**config.mk**
```make
export PLATFORM = sky130hd
export DESIGN_NAME = snake_input_ctrl_flat
export DESIGN_NICKNAME = d
export VERILOG_FILES = /design/src/rtl/snake_input_ctrl_pkg.sv /design/src/rtl/snake_input_ctrl_if.sv /design/src/rtl/snake_input_ctrl_debounce.sv /design/src/rtl/snake_input_ctrl.sv /design/src/flat_wrapper.sv
export SDC_FILE = /design/constraint.sdc
export NUM_CORES = 1
export LEC_CHECK = 0
export BUFFER_PORTS_ARGS = -buffer_cell sky130_fd_sc_hd__buf_2
export CAP_MARGIN = 20
export CORE_MARGIN = 1.5
export CORE_UTILIZATION = 40
export CTS_CLUSTER_DIAMETER = 120
export CTS_CLUSTER_SIZE = 20
export DETAILED_ROUTE_END_ITERATION = 16
export GPL_ROUTABILITY_DRIVEN = 0
export PLACE_DENSITY_LB_ADDON = 0.12
export SYNTH_ARGS = -nofsm -noshare
export SYNTH_HDL_FRONTEND = slang
export SYNTH_SLANG_ARGS = --single-unit
```
**constraint.sdc**
```tcl
create_clock -name clk -period 4.1 [get_ports clk]
set_input_delay 1.025 -clock clk [delete_from_list [all_inputs] [get_ports clk]]
set_output_delay 1.025 -clock clk [all_outputs]
set_load 0.01 [all_outputs]
```
**src/rtl/snake_input_ctrl_pkg.sv**
```systemverilog
// Shared snake game definitions: heading encoding, reset heading and
// the reversal helper. Used by the input front-end and the movement engine.
package snake_pkg;

  typedef enum logic [1:0] {
    DIR_UP    = 2'b00,
    DIR_RIGHT = 2'b01,
    DIR_DOWN  = 2'b10,
    DIR_LEFT  = 2'b11
  } dir_t;

  localparam dir_t DIR_RESET = DIR_RIGHT;

  // Opposite heading: flipping bit 1 maps up<->down and right<->left.
  function automatic dir_t dir_opposite(input dir_t d);
    return dir_t'(d ^ 2'b10);
  endfunction

endpackage

```
**src/rtl/snake_input_ctrl_if.sv**
```systemverilog
// Button/tick inputs and heading/queue outputs of the snake input front-end.
// master = stimulus side (buttons, tick), slave = snake_input_ctrl.
interface snake_input_ctrl_if;
  import snake_pkg::*;

  logic [3:0] btn_i;
  logic       tick_i;
  dir_t       dir_o;
  logic       turn_taken_o;
  logic [1:0] pending_o;

  modport master (
    output btn_i, tick_i,
    input  dir_o, turn_taken_o, pending_o
  );

  modport slave (
    input  btn_i, tick_i,
    output dir_o, turn_taken_o, pending_o
  );
endinterface

```
**src/rtl/snake_input_ctrl_debounce.sv**
```systemverilog
// One button: 2-FF synchroniser, stability counter and debounced level.
// rise_o is a registered one-cycle pulse on the rising edge of level_o.
module snake_debounce #(
  parameter int DEBOUNCE_MAX = 50000,
  parameter int CNT_W        = 16
) (
  input  logic clk,
  input  logic rst,
  input  logic i_btn,
  output logic level_o,
  output logic rise_o
);

  logic             r_sync_p0;
  logic             r_sync_p1;
  logic [CNT_W-1:0] r_cnt;
  logic             r_level;
  logic             r_rise;
  logic             w_done;

  // The counter has seen DEBOUNCE_MAX-1 differing cycles; this one completes it.
  assign w_done = (r_sync_p1 != r_level) && (r_cnt == CNT_W'(DEBOUNCE_MAX - 1));

  // Synchronise the raw button, then accept a new level once it has held long enough.
  always_ff @(posedge clk or posedge rst) begin
    if (rst) begin
      r_sync_p0 <= 1'b0;
      r_sync_p1 <= 1'b0;
      r_cnt     <= '0;
      r_level   <= 1'b0;
      r_rise    <= 1'b0;
    end else begin
      r_sync_p0 <= i_btn;
      r_sync_p1 <= r_sync_p0;
      r_rise    <= w_done && r_sync_p1;
      if (r_sync_p1 == r_level) begin
        r_cnt <= '0;
      end else if (w_done) begin
        r_level <= r_sync_p1;
        r_cnt   <= '0;
      end else begin
        r_cnt <= r_cnt + 1'b1;
      end
    end
  end

  assign level_o = r_level;
  assign rise_o  = r_rise;

endmodule

```
**src/rtl/snake_input_ctrl.sv**
```systemverilog
// Snake input front-end: debounced direction buttons, turn legality check
// and a small turn FIFO drained one entry per game tick.
// Build option SNAKE_TURN_QUEUE_EN: defined -> two queued turns,
// undefined -> a single pending turn.
module snake_input_ctrl
  import snake_pkg::*;
#(
  parameter int DEBOUNCE_MAX = 50000,
  parameter int CNT_W        = 16
) (
  input  logic                clk,
  input  logic                rst,
  snake_input_ctrl_if.slave   bus
);

`ifdef SNAKE_TURN_QUEUE_EN
  localparam logic [1:0] Q_DEPTH = 2'd2;
`else
  localparam logic [1:0] Q_DEPTH = 2'd1;
`endif

  logic [3:0] w_level;
  logic [3:0] w_rise;
  logic       w_press_vld;
  dir_t       w_press_dir;
  dir_t       w_head;
  dir_t       w_tail;
  dir_t       w_ref;
  logic       w_pop;
  logic       w_push;
  logic [1:0] w_cnt_after_pop;

  dir_t       r_q [2];
  logic       r_rd;
  logic       r_wr;
  logic [1:0] r_cnt;
  dir_t       r_dir;
  logic       r_turn_taken;

  for (genvar g = 0; g < 4; g++) begin : g_btn
    snake_debounce #(
      .DEBOUNCE_MAX (DEBOUNCE_MAX),
      .CNT_W        (CNT_W)
    ) u_debounce (
      .clk     (clk),
      .rst     (rst),
      .i_btn   (bus.btn_i[g]),
      .level_o (w_level[g]),
      .rise_o  (w_rise[g])
    );
  end

  // Fixed priority among simultaneous presses: up > right > down > left.
  always_comb begin
    w_press_vld = 1'b1;
    w_press_dir = DIR_UP;
    if (w_rise[0] && w_level[0])      w_press_dir = DIR_UP;
    else if (w_rise[1] && w_level[1]) w_press_dir = DIR_RIGHT;
    else if (w_rise[2] && w_level[2]) w_press_dir = DIR_DOWN;
    else if (w_rise[3] && w_level[3]) w_press_dir = DIR_LEFT;
    else                              w_press_vld = 1'b0;
  end

  // The tail is the most recent write. After a same-cycle pop the post-pop
  // reference is the remaining tail, or the popped entry when it was the
  // only one -- both are the current tail, so one reference serves both cases.
  assign w_head          = r_q[r_rd];
  assign w_tail          = r_q[~r_wr];
  assign w_ref           = (r_cnt != 2'd0) ? w_tail : r_dir;
  assign w_pop           = bus.tick_i && (r_cnt != 2'd0);
  assign w_cnt_after_pop = r_cnt - {1'b0, w_pop};
  assign w_push          = w_press_vld && (w_cnt_after_pop < Q_DEPTH) &&
                           (w_press_dir != w_ref) &&
                           (w_press_dir != dir_opposite(w_ref));

  // Queue control, heading update and turn-taken pulse.
  always_ff @(posedge clk or posedge rst) begin
    if (rst) begin
      r_rd         <= 1'b0;
      r_wr         <= 1'b0;
      r_cnt        <= 2'd0;
      r_dir        <= DIR_RESET;
      r_turn_taken <= 1'b0;
    end else begin
      r_turn_taken <= w_pop;
      r_cnt        <= w_cnt_after_pop + {1'b0, w_push};
      if (w_pop) begin
        r_dir <= w_head;
        r_rd  <= ~r_rd;
      end
      if (w_push) begin
        r_wr <= ~r_wr;
      end
    end
  end

  // Queue storage; contents are only meaningful while counted valid.
  always_ff @(posedge clk) begin
    if (w_push) begin
      r_q[r_wr] <= w_press_dir;
    end
  end

  assign bus.dir_o        = r_dir;
  assign bus.turn_taken_o = r_turn_taken;
  assign bus.pending_o    = r_cnt;

endmodule

```
**src/flat_wrapper.sv**
```systemverilog
// flat-port wrapper written by rule: the top's interface ports become plain ports
module snake_input_ctrl_flat import snake_pkg::*;
#(
  parameter int DEBOUNCE_MAX = 50000,
  parameter int CNT_W        = 16
)
  (clk, rst, bus_btn_i, bus_tick_i, bus_dir_o, bus_turn_taken_o, bus_pending_o);
  snake_input_ctrl_if bus_i ();
  input  logic clk;
  input  logic rst;
  input wire logic [$bits(bus_i.btn_i)-1:0] bus_btn_i;
  input wire logic [$bits(bus_i.tick_i)-1:0] bus_tick_i;
  output wire logic [$bits(bus_i.dir_o)-1:0] bus_dir_o;
  output wire logic [$bits(bus_i.turn_taken_o)-1:0] bus_turn_taken_o;
  output wire logic [$bits(bus_i.pending_o)-1:0] bus_pending_o;
  assign bus_i.btn_i = bus_btn_i;
  assign bus_i.tick_i = bus_tick_i;
  assign bus_dir_o = bus_i.dir_o;
  assign bus_turn_taken_o = bus_i.turn_taken_o;
  assign bus_pending_o = bus_i.pending_o;
  snake_input_ctrl #(.DEBOUNCE_MAX(DEBOUNCE_MAX), .CNT_W(CNT_W)) u_core (.clk(clk), .rst(rst), .bus(bus_i));
endmodule
```
## Word-level counts from Yosys, hierarchy flattened

Memory sizes are Yosys's and may differ from the RTL's. A register that Yosys moved wholly into a read port is not among the register bits.
Index checks and enable logic that the tools add are counted.

| operators by class | value |
|---|---|
| order comparisons | 1 |
| mux-type cells | 19 |
| equal/unequal tests | 14 |
| bitwise gates (word level) | 7 |
| reductions and logical operators | 21 |
| $add $sub $neg | 6 |

Operators with widths:

| operator | count |
|---|---|
| 16-bit 2-to-1 mux | 8 |
| 16-bit by 1-bit adder with 16-bit output (second input constant) | 4 |
| 16-bit == test (second input constant) | 4 |
| 1-bit logical AND | 16 |
| 2-bit 2-to-1 mux | 5 |
| 2-bit AND reduction | 4 |
| 1-bit inverter | 7 |
| 1-bit 2-to-1 mux | 6 |
| 1-bit == test | 4 |
| 1-bit != test | 4 |
| 2-bit != test | 2 |
| 2-bit by 1-bit adder with 2-bit output | 1 |
| 2-bit by 1-bit less-than comparator with 1-bit output (second input constant) | 1 |
| 2-bit nonzero test | 1 |
| 2-bit by 1-bit subtractor with 2-bit output | 1 |

| word-level totals | value |
|---|---|
| flip-flop bits (word level) | 85 |
| input bits | 7 |
| output and inout bits | 5 |
| bits in writable memories | 4 |
| word-level logic and storage cells | 93 |
| memories | 1 |

Memory list:

| memory | words | bits a word | read ports | clocked after memory_dff | write ports | line | RTL |
|---|---|---|---|---|---|---|---|
| u_core.r_q | 2 | 2 | 2 | 1 | 1 | snake_input_ctrl.sv:33 | `dir_t r_q [2];` |

## Logic depth before layout (Yosys ltp)

| logic depth | value |
|---|---|
| depth in word-level cells | 10 |
| depth in mapped cells | 7 |
| mapped depth without buffers | 7 |

## Hierarchy

A second synthesis with hierarchy kept.

| unflattened totals | value |
|---|---|
| cells, all modules | 409 |
| area total of the unflattened synthesis | 4,445.5 um^2 |

Modules (own cells, without submodules):

| module | sequential area each (um^2) | cells an instance | area each (um^2) | instances |
|---|---|---|---|---|
| snake_debounce | 500.5 | 91 | 975.9 | 4 |
| snake_input_ctrl | 296.5 | 45 | 541.8 | 1 |

## Worst setup path after synthesis

OpenSTA, ideal clock, no wires.

| timing path | value |
|---|---|
| kind | input to register |
| from | in bus_tick_i |
| to | mem u_core.r_q[0][0] (netlist name), enable pin |
| arrival | 2.067 ns |
| slack | 1.724 ns |
| stages on the path | 7 |
| setup time | 0.309 ns |
| path buffers | 0 |
| data required time | 3.791 ns |
| cells stage by stage | o21ai_1 inv_1 ha_1 xor2_1 nor2_1 nand4b_4 nor2_1 |

| on the way | value |
|---|---|
| word-level cells in the longest chain between the ends | 8 |

RTL lines:

| what | line | RTL |
|---|---|---|
| start, declared | flat_wrapper.sv:12 | `input wire logic [$bits(bus_i.tick_i)-1:0] bus_tick_i;` |
| 1-bit logical AND | snake_input_ctrl.sv:70 | `assign w_pop = bus.tick_i && (r_cnt != 2'd0);` |
| via u_core.w_pop | snake_input_ctrl.sv:29 | `logic w_pop;` |
| 2-bit by 1-bit subtractor with 2-bit output | snake_input_ctrl.sv:71 | `assign w_cnt_after_pop = r_cnt - {1'b0, w_pop};` |
| 2-bit by 1-bit less-than comparator with 1-bit output | snake_input_ctrl.sv:72 | `assign w_push = w_press_vld && (w_cnt_after_pop < Q_DEPTH) &&` |
| 1-bit logical AND (2 in series) | snake_input_ctrl.sv:72 |  |
| 1-bit logical AND | snake_input_ctrl.sv:73 | `(w_press_dir != w_ref) &&` |
| 1-bit 2-to-1 mux | snake_input_ctrl.sv:99 | `if (w_push) begin` |
| 1-bit 2-to-1 mux (implied by the code) | snake_input_ctrl.sv:100 | `r_q[r_wr] <= w_press_dir;` |
| end, declared | snake_input_ctrl.sv:33 |  |

The timed path passes the listed nets, and every way through them passes these cells.

## Worst setup path after layout

| timing path | value |
|---|---|
| from | in bus_tick_i |
| to | mem u_core.r_q[1][1] (netlist name), enable pin |

The elaborated chain is that of the path after synthesis.

==> results.py <==
metrics = {
    "grt": {
        "grt_pass1_wl_mm": 12.1,
        "gr-usage-all-layers": 0.140,
        "grt_max_degree": 49,
        "antenna_found_initial": 0,
        "grt.overflow.total": 0,
        "grt_pass1_vias": 2594,
    },
    "cts": {
        "clk_pin_slew_ns": 0.08,
        "cts_tree": "done",
        "cts_resized": 0,
        "cts_buffers": 9,
        "ctsHoldBuffers": 0,
        "htree_levels": 3,
        "cts_setup_buffers": 0,
        "clock_path_buffers": 2,
        "cts-root-buf": "clkbuf_8",
        "clk_latency_ns": 0.36,
        "cts_sinks": 91,
    },
    "sta": {
        "holdWs_ns": 0.355,
        "min_period_ns": 2.25,
        "setup-violations-final": 0,
        "finClkSkew_ns": 0.0114,
        "slew_headroom": 0.441,
        "final_max_slew_viol_count": 0,
        "rsz0062_at_grt": "no",
        "tns_ns": 0,
        "finalHoldViolCount": 0,
        "max_freq_ghz": 0.445,
        "worst_pin_slew_ns": 0.839,
        "fin_crit_sh": 0.548,
    },
    "route": {
        "drc_errors": 0,
        "wire_per_inst_um": 12.6,
        "num_vias": 2506,
        "routed_wl_mm": 6.64,
        "dr.pass1.iters": 4,
        "via_per_inst": 4.75,
        "ant_nets": 0,
        "drt_iter0_markers": 52,
    },
    "power_and_ir_drop": {
        "ir_drop_v": 0.000175,
        "p_leak_uw": 0.00204,
        "power_density_nw_per_um2": 377,
    },
    "finish": {
        "num_antenna_cells": 0,
        "final_nets": 402,
        "num-fill-cells": 980,
        "drive_gt1_frac": 0.106,
        "syn2layout_area_growth_pct": 9.15,
    },
    "setup_path": {
        "criticalPathCategory": "primary input to flop",
        "crit_path_max_fanout": 6,
        "critPathCaptureType": "flop",
        "critPathArrivalTime_ns": 2.31,
        "startpoint_type": "primary input",
        "required_ns": 4.16,
    },
    "yosys": {
        "synth-seq-cells": 91,
        "yosysUniqueCellTypes": 39,
        "synth_cells": 374,
        "yosysWarnings": 0,
        "yosys.area_share.simple": 0.232,
        "synthAdderAreaFrac": 0.0154,
        "synth_ff_type": "dfrtp_1",
        "syn-cell-area_um2": 4060,
        "async_flop_share": 0.956,
        "syn_nets": 386,
        "synth_mux_area_frac": 0.0222,
        "synth-compound-area-share": 0.0102,
        "synth_top_family_by_area": "simple AND/OR/NAND/NOR gates",
        "synth-xor-area-share": 0.136,
        "synth-seq-area-share": 0.566,
        "synth_edf_count": 4,
        "synth.avg_cell_area_um2": 10.9,
    },
    "floorplan": {
        "ios": 12,
        "die_y_um": 104,
        "core_um2": 9820,
        "rows": 36,
        "dieArea_um2": 10800,
        "initial_core_util": 0.414,
        "chipWidth_um": 104,
    },
    "run": {
        "max_cap_viol_count": 0,
    },
    "min_path": {
        "min_path_type": "flop to flop",
    },
    "place": {
        "io_buffers": 11,
        "dpl.hpwl_mm": 4.49,
    },
    "outcome": {
        "status": "finished clean",
    },
}
[metrics by stage]
| step | cell area, µm² | power (µW) | setup WS, ns | cells | utilization |
|---|---|---|---|---|---|
| 2_1_floorplan | 4060 | 1070 | 0.826 | 374 | - |
| 3_3_place_gp | 4250 | 1100 | 1.54 | 512 | 0.433 |
| 3_5_place_dp | 4250 | 1110 | 1.47 | 512 | 0.433 |
| 4_1_cts | 4430 | 1710 | 1.87 | 528 | 0.451 |
| 5_1_grt | 4430 | 1760 | 1.77 | 528 | 0.451 |
| 6_report | 4430 | 1670 | 1.85 | 528 | 0.451 |
[logic make-up (layout without fill, tap and decap cells)]
group | after synthesis | count (layout)
flip-flops | 91 | 91
buffers and inverters | 15 | 36
multiplexers | 8 | 8
AND/OR/NAND/NOR | 185 | 185
adder cells (fa/ha/maj) | 5 | 5
AO/OA/AOI/OAI | 7 | 7
XOR/XNOR | 63 | 63
[Yosys cell counts, drive strengths merged, types with 5 or more instances]
cell type | instances | area [µm²]
ha | 5 | 62.6
nor2 | 75 | 282
dfrtp | 86 | 2150
nand3 | 21 | 105
mux2 | 5 | 60.1
nand2 | 27 | 104
nor3 | 12 | 65.1
xnor2 | 30 | 263
inv | 7 | 26.3
and4 | 7 | 62.6
nand4 | 11 | 75.1
buf | 7 | 46.3
and3 | 17 | 113
xor2 | 33 | 289
[flip-flops by register name (all words and copies together), names as in the netlist]
| register | count |
|---|---|
| u_core.r_q | 4 |
| u_core.g_btn.u_debounce.level_o | 4 |
| u_core.g_btn.u_debounce.r_sync_p1 | 4 |
| u_core.g_btn.u_debounce.r_sync_p0 | 4 |
| u_core.r_wr | 1 |
| u_core.bus.turn_taken_o | 1 |
| u_core.g_btn.u_debounce.r_cnt | 64 |
| u_core.g_btn.u_debounce.rise_o | 4 |
| u_core.bus.dir_o | 2 |
| u_core.r_rd | 1 |
| u_core.bus.pending_o | 2 |
[cell usage in the layout, fill, tap and decap left out, drive strengths merged]
cell type / n
a21oi: 1
a22oi: 1
a32oi: 1
and2: 2
and3: 17
and4: 7
buf: 13
bufinv: 1
clkbuf: 10
clkinv: 5
clkinvlp: 1
dfrtp: 86
dfstp: 1
edfxtp: 4
ha: 5
inv: 6
mux2: 5
mux2i: 3
nand2: 27
nand3: 21
nand4: 11
nand4b: 1
nand4bb: 1
nor2: 75
nor2b: 3
nor3: 12
nor3b: 4
nor4: 1
nor4b: 3
o21ai: 4
xnor2: 30
xor2: 33
[worst paths after layout]
| check | end | cells after the start | slack (ns) | startpoint |
|---|---|---|---|---|
| worst min-delay path | u_core.g_btn[1].u_debounce.r_sync_p1$_DFF_PP0_ | 0 | 0.35 | u_core.g_btn[1].u_debounce.r_sync_p0$_DFF_PP0_ |
| worst min register to register | u_core.g_btn[1].u_debounce.r_sync_p1$_DFF_PP0_ | 0 | 0.35 | u_core.g_btn[1].u_debounce.r_sync_p0$_DFF_PP0_ |
| min in group asynchronous | u_core.g_btn[2].u_debounce.r_cnt[8]$_DFF_PP0_ | 2 | 0.79 | rst |
| worst max-delay path | u_core.r_q[1][1]$_DFFE_PP_ | 8 | 1.85 | bus_tick_i |
| worst max register to register | u_core.r_q[1][1]$_DFFE_PP_ | 7 | 2.07 | u_core.bus.pending_o[1]$_DFF_PP0_ |
| max in group asynchronous | u_core.g_btn[1].u_debounce.r_cnt[11]$_DFF_PP0_ | 3 | 2.54 | rst |
[layer usage]
| metal | up-vias | wire length (µm) | GRT usage |
|---|---|---|---|
| met5 | - | 0 | 0 |
| met4 | 0 | 106 | 0.0506 |
| met3 | 10 | 207 | 0.0491 |
| met2 | 17 | 3100 | 0.224 |
| met1 | 1196 | 3230 | 0.176 |
| li1 | 1283 | - | - |
[worst max-delay path: stages]
cell and delay (ns):
buf_2 0.09, o21ai_1 0.20, inv_1 0.11, ha_1 0.31
inv_1 0.05, nor2_1 0.18, nand4b_4 0.15, nor2_1 0.18
[cell type report]
cell class | count | area (µm²) | share of cell area
inverters | 7 | 27.5 | 0.00621
multi-input cells | 268 | 1690 | 0.380
repair buffers | 13 | 70.1 | 0.0158
clock buffers | 10 | 128 | 0.0288
well taps | 133 | 166 | 0.0375
flip-flops and latches | 91 | 2300 | 0.518
clock inverters | 6 | 56.3 | 0.0127
[power breakdown]
| part | internal (µW) | leakage, µW | switching (µW) | total (µW) |
|---|---|---|---|---|
| combinational | 47.8 | 0.000725 | 76.5 | 124 |
| sequential | 934 | 0.00122 | 26.4 | 961 |
| clock | 277 | 0.0000935 | 309 | 586 |
| total | 1260 | 0.00204 | 412 | 1670 |
Power figures use the tool's default switching activity.
